## src/rtl/mem_arbiter_pkg.sv

```systemverilog
// mem_arbiter_pkg: shared types and default sizes for the two-cache memory arbiter.
package mem_arbiter_pkg;

    localparam int TIMEOUT_DEF = 15;
    localparam int AW_DEF      = 16;
    localparam int DW_DEF      = 32;

    typedef enum logic {
        INSTR_LOAD,
        INSTR_STORE
    } INSTR_TYPE;

    typedef enum logic [2:0] {
        ARB_IDLE,
        ARB_LOAD,
        ARB_STORE,
        ARB_DONE,
        ARB_RELEASE
    } arb_state_t;

endpackage

```

## src/rtl/mem_arbiter_if.sv

```systemverilog
// mem_arbiter_if: cache-side and RAM-side signals of the arbiter; master is the arbiter, slave its environment.
interface mem_arbiter_if
    import mem_arbiter_pkg::*;
#(
    parameter int AW = AW_DEF,
    parameter int DW = DW_DEF
);
    logic          r0_load_req, r0_store_req, r0_done;
    logic [AW-1:0] r0_addr;
    logic [DW-1:0] r0_wdata, r0_rdata;
    logic          r1_load_req, r1_store_req, r1_done;
    logic [AW-1:0] r1_addr;
    logic [DW-1:0] r1_wdata, r1_rdata;
    logic [AW-1:0] mem_address;
    logic [DW-1:0] mem_wdata, mem_rdata;
    logic          mem_wren, mem_load_req;
    logic          mem_load_completed, mem_store_completed;
    logic          err;

    modport master (
        input  r0_load_req, r0_store_req, r0_addr, r0_wdata,
        input  r1_load_req, r1_store_req, r1_addr, r1_wdata,
        input  mem_rdata, mem_load_completed, mem_store_completed,
        output r0_rdata, r0_done, r1_rdata, r1_done,
        output mem_address, mem_wdata, mem_wren, mem_load_req, err
    );

    modport slave (
        output r0_load_req, r0_store_req, r0_addr, r0_wdata,
        output r1_load_req, r1_store_req, r1_addr, r1_wdata,
        output mem_rdata, mem_load_completed, mem_store_completed,
        input  r0_rdata, r0_done, r1_rdata, r1_done,
        input  mem_address, mem_wdata, mem_wren, mem_load_req, err
    );

endinterface

```

## src/rtl/mem_arbiter_rr_arbiter2.sv

```systemverilog
// rr_arbiter2: 2-way round-robin grant; last holds the previously granted port.
module rr_arbiter2
    import mem_arbiter_pkg::*;
(
    input  logic       clk,
    input  logic       rst_n,
    input  logic [1:0] req,
    input  logic       en,
    output logic       gnt
);
    logic last;

    always_comb gnt = (req == 2'b11) ? ~last : req[1];

    // last starts at 1 so port 0 wins the first tie after reset
    always_ff @(posedge clk) begin
        if (!rst_n)
            last <= 1'b1;
        else if (en && |req)
            last <= gnt;
    end

endmodule

```

## src/rtl/mem_arbiter.sv

```systemverilog
// mem_arbiter: serves load/store block requests from two caches onto one RAM port,
// round-robin between caches, with a completion timeout that sets a sticky err.
module mem_arbiter
    import mem_arbiter_pkg::*;
#(
    parameter int TIMEOUT = TIMEOUT_DEF,
    parameter int AW      = AW_DEF,
    parameter int DW      = DW_DEF
) (
    input logic           clk,
    input logic           rst_n,
    mem_arbiter_if.master bus
);
    localparam logic [2:0] IDLE    = ARB_IDLE;
    localparam logic [2:0] LOAD    = ARB_LOAD;
    localparam logic [2:0] STORE   = ARB_STORE;
    localparam logic [2:0] DONE    = ARB_DONE;
    localparam logic [2:0] RELEASE = ARB_RELEASE;
    localparam int         CW      = $clog2(TIMEOUT + 1);

    logic [2:0]    state;
    logic [CW-1:0] cnt;
    logic [1:0]    req;
    logic          sel, gnt, store_sel, cmpl;
    logic [AW-1:0] addr_sel;
    logic [DW-1:0] wdata_sel;

    always_comb begin
        req       = {bus.r1_load_req | bus.r1_store_req, bus.r0_load_req | bus.r0_store_req};
        addr_sel  = gnt ? bus.r1_addr : bus.r0_addr;
        wdata_sel = gnt ? bus.r1_wdata : bus.r0_wdata;
        store_sel = gnt ? bus.r1_store_req : bus.r0_store_req;
        cmpl      = (state == LOAD) ? bus.mem_load_completed : bus.mem_store_completed;
    end

    rr_arbiter2 u_rr (
        .clk   (clk),
        .rst_n (rst_n),
        .req   (req),
        .en    (state == IDLE),
        .gnt   (gnt)
    );

    always_ff @(posedge clk) begin
        if (!rst_n) begin
            state            <= IDLE;
            cnt              <= '0;
            sel              <= 1'b0;
            bus.mem_address  <= '0;
            bus.mem_wdata    <= '0;
            bus.mem_wren     <= 1'b0;
            bus.mem_load_req <= 1'b0;
            bus.r0_rdata     <= '0;
            bus.r1_rdata     <= '0;
            bus.r0_done      <= 1'b0;
            bus.r1_done      <= 1'b0;
            bus.err          <= 1'b0;
        end else begin
            case (state)
                IDLE: if (|req) begin
                    // a dual load+store request is a writeback, so it goes out as a store
                    sel              <= gnt;
                    bus.mem_address  <= addr_sel;
                    bus.mem_wdata    <= wdata_sel;
                    bus.mem_wren     <= store_sel;
                    bus.mem_load_req <= ~store_sel;
                    cnt              <= '0;
                    state            <= store_sel ? STORE : LOAD;
                end
                LOAD, STORE: if (cmpl) begin
                    bus.mem_wren     <= 1'b0;
                    bus.mem_load_req <= 1'b0;
                    if (state == LOAD && !sel) bus.r0_rdata <= bus.mem_rdata;
                    if (state == LOAD && sel) bus.r1_rdata <= bus.mem_rdata;
                    bus.r0_done      <= ~sel;
                    bus.r1_done      <= sel;
                    state            <= DONE;
                end else if (cnt == CW'(TIMEOUT - 1)) begin
                    bus.mem_wren     <= 1'b0;
                    bus.mem_load_req <= 1'b0;
                    bus.err          <= 1'b1;
                    state            <= IDLE;
                end else begin
                    cnt <= cnt + 1'b1;
                end
                DONE: begin
                    bus.r0_done <= 1'b0;
                    bus.r1_done <= 1'b0;
                    state       <= RELEASE;
                end
                RELEASE: if (!bus.mem_load_completed && !bus.mem_store_completed) state <= IDLE;
                default: state <= IDLE;
            endcase
        end
    end

endmodule
```

## src/flat_wrapper.sv

```systemverilog
// flat-port wrapper written by rule: the top's interface ports become plain ports
module mem_arbiter_flat import mem_arbiter_pkg::*;
#(
    parameter int TIMEOUT = TIMEOUT_DEF,
    parameter int AW      = AW_DEF,
    parameter int DW      = DW_DEF
)
  (clk, rst_n, bus_r0_load_req, bus_r0_store_req, bus_r0_addr, bus_r0_wdata, bus_r1_load_req, bus_r1_store_req, bus_r1_addr, bus_r1_wdata, bus_mem_rdata, bus_mem_load_completed, bus_mem_store_completed, bus_r0_rdata, bus_r0_done, bus_r1_rdata, bus_r1_done, bus_mem_address, bus_mem_wdata, bus_mem_wren, bus_mem_load_req, bus_err);
  mem_arbiter_if #(.AW(AW), .DW(DW)) bus_i ();
  input logic clk;
  input logic rst_n;
  input wire logic [$bits(bus_i.r0_load_req)-1:0] bus_r0_load_req;
  input wire logic [$bits(bus_i.r0_store_req)-1:0] bus_r0_store_req;
  input wire logic [$bits(bus_i.r0_addr)-1:0] bus_r0_addr;
  input wire logic [$bits(bus_i.r0_wdata)-1:0] bus_r0_wdata;
  input wire logic [$bits(bus_i.r1_load_req)-1:0] bus_r1_load_req;
  input wire logic [$bits(bus_i.r1_store_req)-1:0] bus_r1_store_req;
  input wire logic [$bits(bus_i.r1_addr)-1:0] bus_r1_addr;
  input wire logic [$bits(bus_i.r1_wdata)-1:0] bus_r1_wdata;
  input wire logic [$bits(bus_i.mem_rdata)-1:0] bus_mem_rdata;
  input wire logic [$bits(bus_i.mem_load_completed)-1:0] bus_mem_load_completed;
  input wire logic [$bits(bus_i.mem_store_completed)-1:0] bus_mem_store_completed;
  output wire logic [$bits(bus_i.r0_rdata)-1:0] bus_r0_rdata;
  output wire logic [$bits(bus_i.r0_done)-1:0] bus_r0_done;
  output wire logic [$bits(bus_i.r1_rdata)-1:0] bus_r1_rdata;
  output wire logic [$bits(bus_i.r1_done)-1:0] bus_r1_done;
  output wire logic [$bits(bus_i.mem_address)-1:0] bus_mem_address;
  output wire logic [$bits(bus_i.mem_wdata)-1:0] bus_mem_wdata;
  output wire logic [$bits(bus_i.mem_wren)-1:0] bus_mem_wren;
  output wire logic [$bits(bus_i.mem_load_req)-1:0] bus_mem_load_req;
  output wire logic [$bits(bus_i.err)-1:0] bus_err;
  assign bus_i.r0_load_req = bus_r0_load_req;
  assign bus_i.r0_store_req = bus_r0_store_req;
  assign bus_i.r0_addr = bus_r0_addr;
  assign bus_i.r0_wdata = bus_r0_wdata;
  assign bus_i.r1_load_req = bus_r1_load_req;
  assign bus_i.r1_store_req = bus_r1_store_req;
  assign bus_i.r1_addr = bus_r1_addr;
  assign bus_i.r1_wdata = bus_r1_wdata;
  assign bus_i.mem_rdata = bus_mem_rdata;
  assign bus_i.mem_load_completed = bus_mem_load_completed;
  assign bus_i.mem_store_completed = bus_mem_store_completed;
  assign bus_r0_rdata = bus_i.r0_rdata;
  assign bus_r0_done = bus_i.r0_done;
  assign bus_r1_rdata = bus_i.r1_rdata;
  assign bus_r1_done = bus_i.r1_done;
  assign bus_mem_address = bus_i.mem_address;
  assign bus_mem_wdata = bus_i.mem_wdata;
  assign bus_mem_wren = bus_i.mem_wren;
  assign bus_mem_load_req = bus_i.mem_load_req;
  assign bus_err = bus_i.err;
  mem_arbiter #(.TIMEOUT(TIMEOUT), .AW(AW), .DW(DW)) u_core (.clk(clk), .rst_n(rst_n), .bus(bus_i));
endmodule
```

## config.mk

```make
export PLATFORM = sky130hd
export DESIGN_NAME = mem_arbiter_flat
export DESIGN_NICKNAME = d
export VERILOG_FILES = /design/src/rtl/mem_arbiter_pkg.sv /design/src/rtl/mem_arbiter_if.sv /design/src/rtl/mem_arbiter_rr_arbiter2.sv /design/src/rtl/mem_arbiter.sv /design/src/flat_wrapper.sv
export SDC_FILE = /design/constraint.sdc
export NUM_CORES = 1
export LEC_CHECK = 0
export ABC_AREA = 1
export BUFFER_PORTS_ARGS = -buffer_cell sky130_fd_sc_hd__buf_4
export CORE_ASPECT_RATIO = 2
export CORE_MARGIN = 1.5
export CORE_UTILIZATION = 37
export DETAILED_ROUTE_END_ITERATION = 6
export PLACE_DENSITY = 0.67
export SYNTH_ARGS = -nofsm -noshare
export SYNTH_HDL_FRONTEND = slang
export SYNTH_HIERARCHICAL = 1
export SYNTH_SLANG_ARGS = --single-unit
```

## constraint.sdc

```tcl
create_clock -name clk -period 1.7 [get_ports clk]
set_input_delay 0.255 -clock clk [delete_from_list [all_inputs] [get_ports clk]]
set_output_delay 0.255 -clock clk [all_outputs]
set_load 0.05 [all_outputs]
```

==> metrics.yaml <==
run_status:
  status: "finished, final reports clean"
synth:
  synth.net_count: 748
  synth.area.top_cells: "dfxtp_1, a21oi_1, mux2i_1"
  synth_top_cell_area_share_pct: 48.9
  netlist_area_um2: 5160
  seq_area_frac_synth_pct: 48.9
  syn_inst: 610
  synth_cell_types: 29
  avgSynthCellArea_um2: 8.46
  yosys_register_bits: 126
  synth_largest_area_cell: "dfxtp_1"
  yosysWarnings: 6
global_route:
  grt-busiest-layer: "met2"
  met2_usage_pct: 39.9
  grt_pass1_wl_um: 24400
  grt_max_degree: 45
  grtUsageMet3_pct: 4.95
  grt_antenna_before_repair: 0
  grt_pass1_vias: 5274
  use_met1_pct: 20.9
  grt_overflow: 0
  grtUsageTotal_pct: 20.8
clock_tree:
  cts_made_buffers: 17
  cts_tree: "done"
  clockBufferDepth: 2
  worstSkewPairLatency_ns: 0.40
  cts.sinks: 126
  cts-hold-fix-buffers: 0
  root_buffer: "clkbuf_16"
  post_cts_buffers: 0
  cts_resized: 0
  htreeDepth: 4
  clk_pin_slew_ns: 0.06
layout:
  n_fill_cell: 1214
  synthToLayoutAreaGrowth_pct: 51.6
  antennaDiodeCount: 0
  post-route-cell-area_um2: 7820
  final_nets: 995
  final_cell_mix: "buf_4, dfxtp_1, a21oi_1"
  layout_commonest_cell: "buf_4"
  layout-drive-gt1-share_pct: 37.2
  stdcell_count: 1025
floorplan:
  die-area_um2: 14700
  coreArea_um2: 13500
  rows: 60
  die_height_um: 170
  start_util_pct: 38.2
  die_x_um: 86.5
  io_pins: 253
job:
  max-cap-violations: 0
timing:
  setup_viol: 0
  setup_tns_ns: 0
  slew_violations: 0
  fmax_mhz: 653
  tightest_slew_ns: 0.381
  finalHoldViolCount: 0
  slew_headroom_pct: 74.6
  finalCritPeriodShare_pct: 90.1
  grt_setup_unrepaired: "false"
  finClkSkew_ns: 0.0115
  period_needed_ns: 1.53
routing:
  viasPerCell: 5.19
  drc: 0
  postRouteAntennaNets: 0
  initialDrtViolationCount: 178
  routed_wirelength_um: 15600
  dr.pass1.iters: 5
  vias: 5323
  routedWlPerCell_um: 15.2
power_and_ir_drop:
  p_per_area_nw_per_um2: 1860
  ir_worst_vdd_mv: 1.04
  p_leak_nw: 3.50
placement:
  gp_congestion: 0.817
  placed_cell_area_um2: 7200
  dp_cells: 993
  io_buffers: 252
  hpwlAfterDp_um: 11600
setup_path:
  slowest_stage: "dfxtp_1"
  cp_common_cell: "nand2_1"
  path_cells: "inv_1 -> ha_1 -> and3_1 -> nor2_4 -> nand2_2 -> nand2_1 -> nand2_1 -> nand2_1 -> nor2_1"
  cp.arrival_ns: 1.83
  max_stage_delay_ns: 0.36
  worstPathRequired_ns: 1.99
  crit_type: "flip-flop to flip-flop"
  cp-end-kind: "flip-flop"
  crit_path_max_fanout: 7
  start_kind: "flip-flop"
hold_path:
  min_path_type: "input pin to flip-flop"
[synth_stat cells, drive strengths merged]
cell,number
xnor2,1
mux2i,48
clkbuf,19
and2,1
dfxtp,126
inv,15
a21oi,121
nand3,75
nand3b,1
clkinv,1
nor2,12
buf,30
and3,1
a31oi,1
o21ai,53
nand4,1
nor3,1
ha,2
nand2,100
xor2,1
[logic make-up (layout without fill, tap and decap cells)]
kind of cell    after synthesis  count (layout)  synth area share [%]
buf+inv                      65             325                  7.18
compound gates              175             175                  17.0
flops                       126             126                  48.9
mux                          48              48                  9.31
fa+ha+maj                     2               2                 0.485
simple gates                192             192                  16.8
xor+xnor                      2               2                 0.340
[worst max-delay path: cells and delay by family (launching register included)]
family        cells  cell delay, ns
fa+ha+maj         1            0.19
flops             1            0.36
simple gates      7            0.81
buf+inv           1            0.09
[final cells by class]
cell class / instances / area, µm² / area share, %
Sequential cell: 126 / 2520 / 32.2
Tap cell: 155 / 194 / 2.48
Multi-Input combinational cell: 419 / 2270 / 29.0
Inverter: 16 / 65.1 / 0.832
Clock inverter: 13 / 178 / 2.27
Clock buffer: 19 / 443 / 5.66
Timing Repair Buffer: 277 / 2150 / 27.5
[state kept, by name (all words and copies together) (netlist names)]
register                 count
u_core/bus.mem_wren          1
u_core/bus.r1_rdata         32
u_core/u_rr/last             1
u_core/bus.r1_done           1
u_core/bus.mem_load_req      1
u_core/bus.err               1
u_core/cnt                   4
u_core/bus.r0_rdata         32
u_core/bus.mem_address      16
u_core/sel                   1
u_core/bus.mem_wdata        32
u_core/state                 3
u_core/bus.r0_done           1
[per-layer routing]
metal | up-vias | wire length (µm)
met4 | 0 | 297
met2 | 234 | 8640
li1 | 2597 | -
met5 | - | 0
met1 | 2468 | 5590
met3 | 24 | 1080
[final timing paths]
kind / to / slack [ns] / startpoint / depth (start not counted)
worst max-delay path: u_core/state[1] / 0.17 / u_core/cnt[0] / 9
worst min-delay path: u_core/bus.mem_address[7] / 0.14 / bus_r0_addr[7] / 3
worst min register to register: u_core/bus.r0_done / 0.46 / u_core/bus.r0_done / 2
worst max register to register: u_core/state[1] / 0.17 / u_core/cnt[0] / 9
[power by group]
| part | internal (W) | switching, W | total, W |
|---|---|---|---|
| combinational | 0.00215 | 0.00455 | 0.00670 |
| clock | 0.00239 | 0.00141 | 0.00380 |
| sequential | 0.00366 | 0.000404 | 0.00406 |
| total | 0.00819 | 0.00636 | 0.0146 |
[metrics by stage]
step	hold WS (ns)	worst slack, ns	power [W]	util, %
floorplan	0.339	0.264	0.00889	-
global placement	0.440	0.178	0.0107	53.3
detailed placement	0.452	0.107	0.0108	53.3
CTS	0.121	0.158	0.0146	57.9
global route	0.130	0.0346	0.0153	57.9
finish	0.139	0.168	0.0146	57.9
Note: power is estimated with default switching activity, not from simulation.
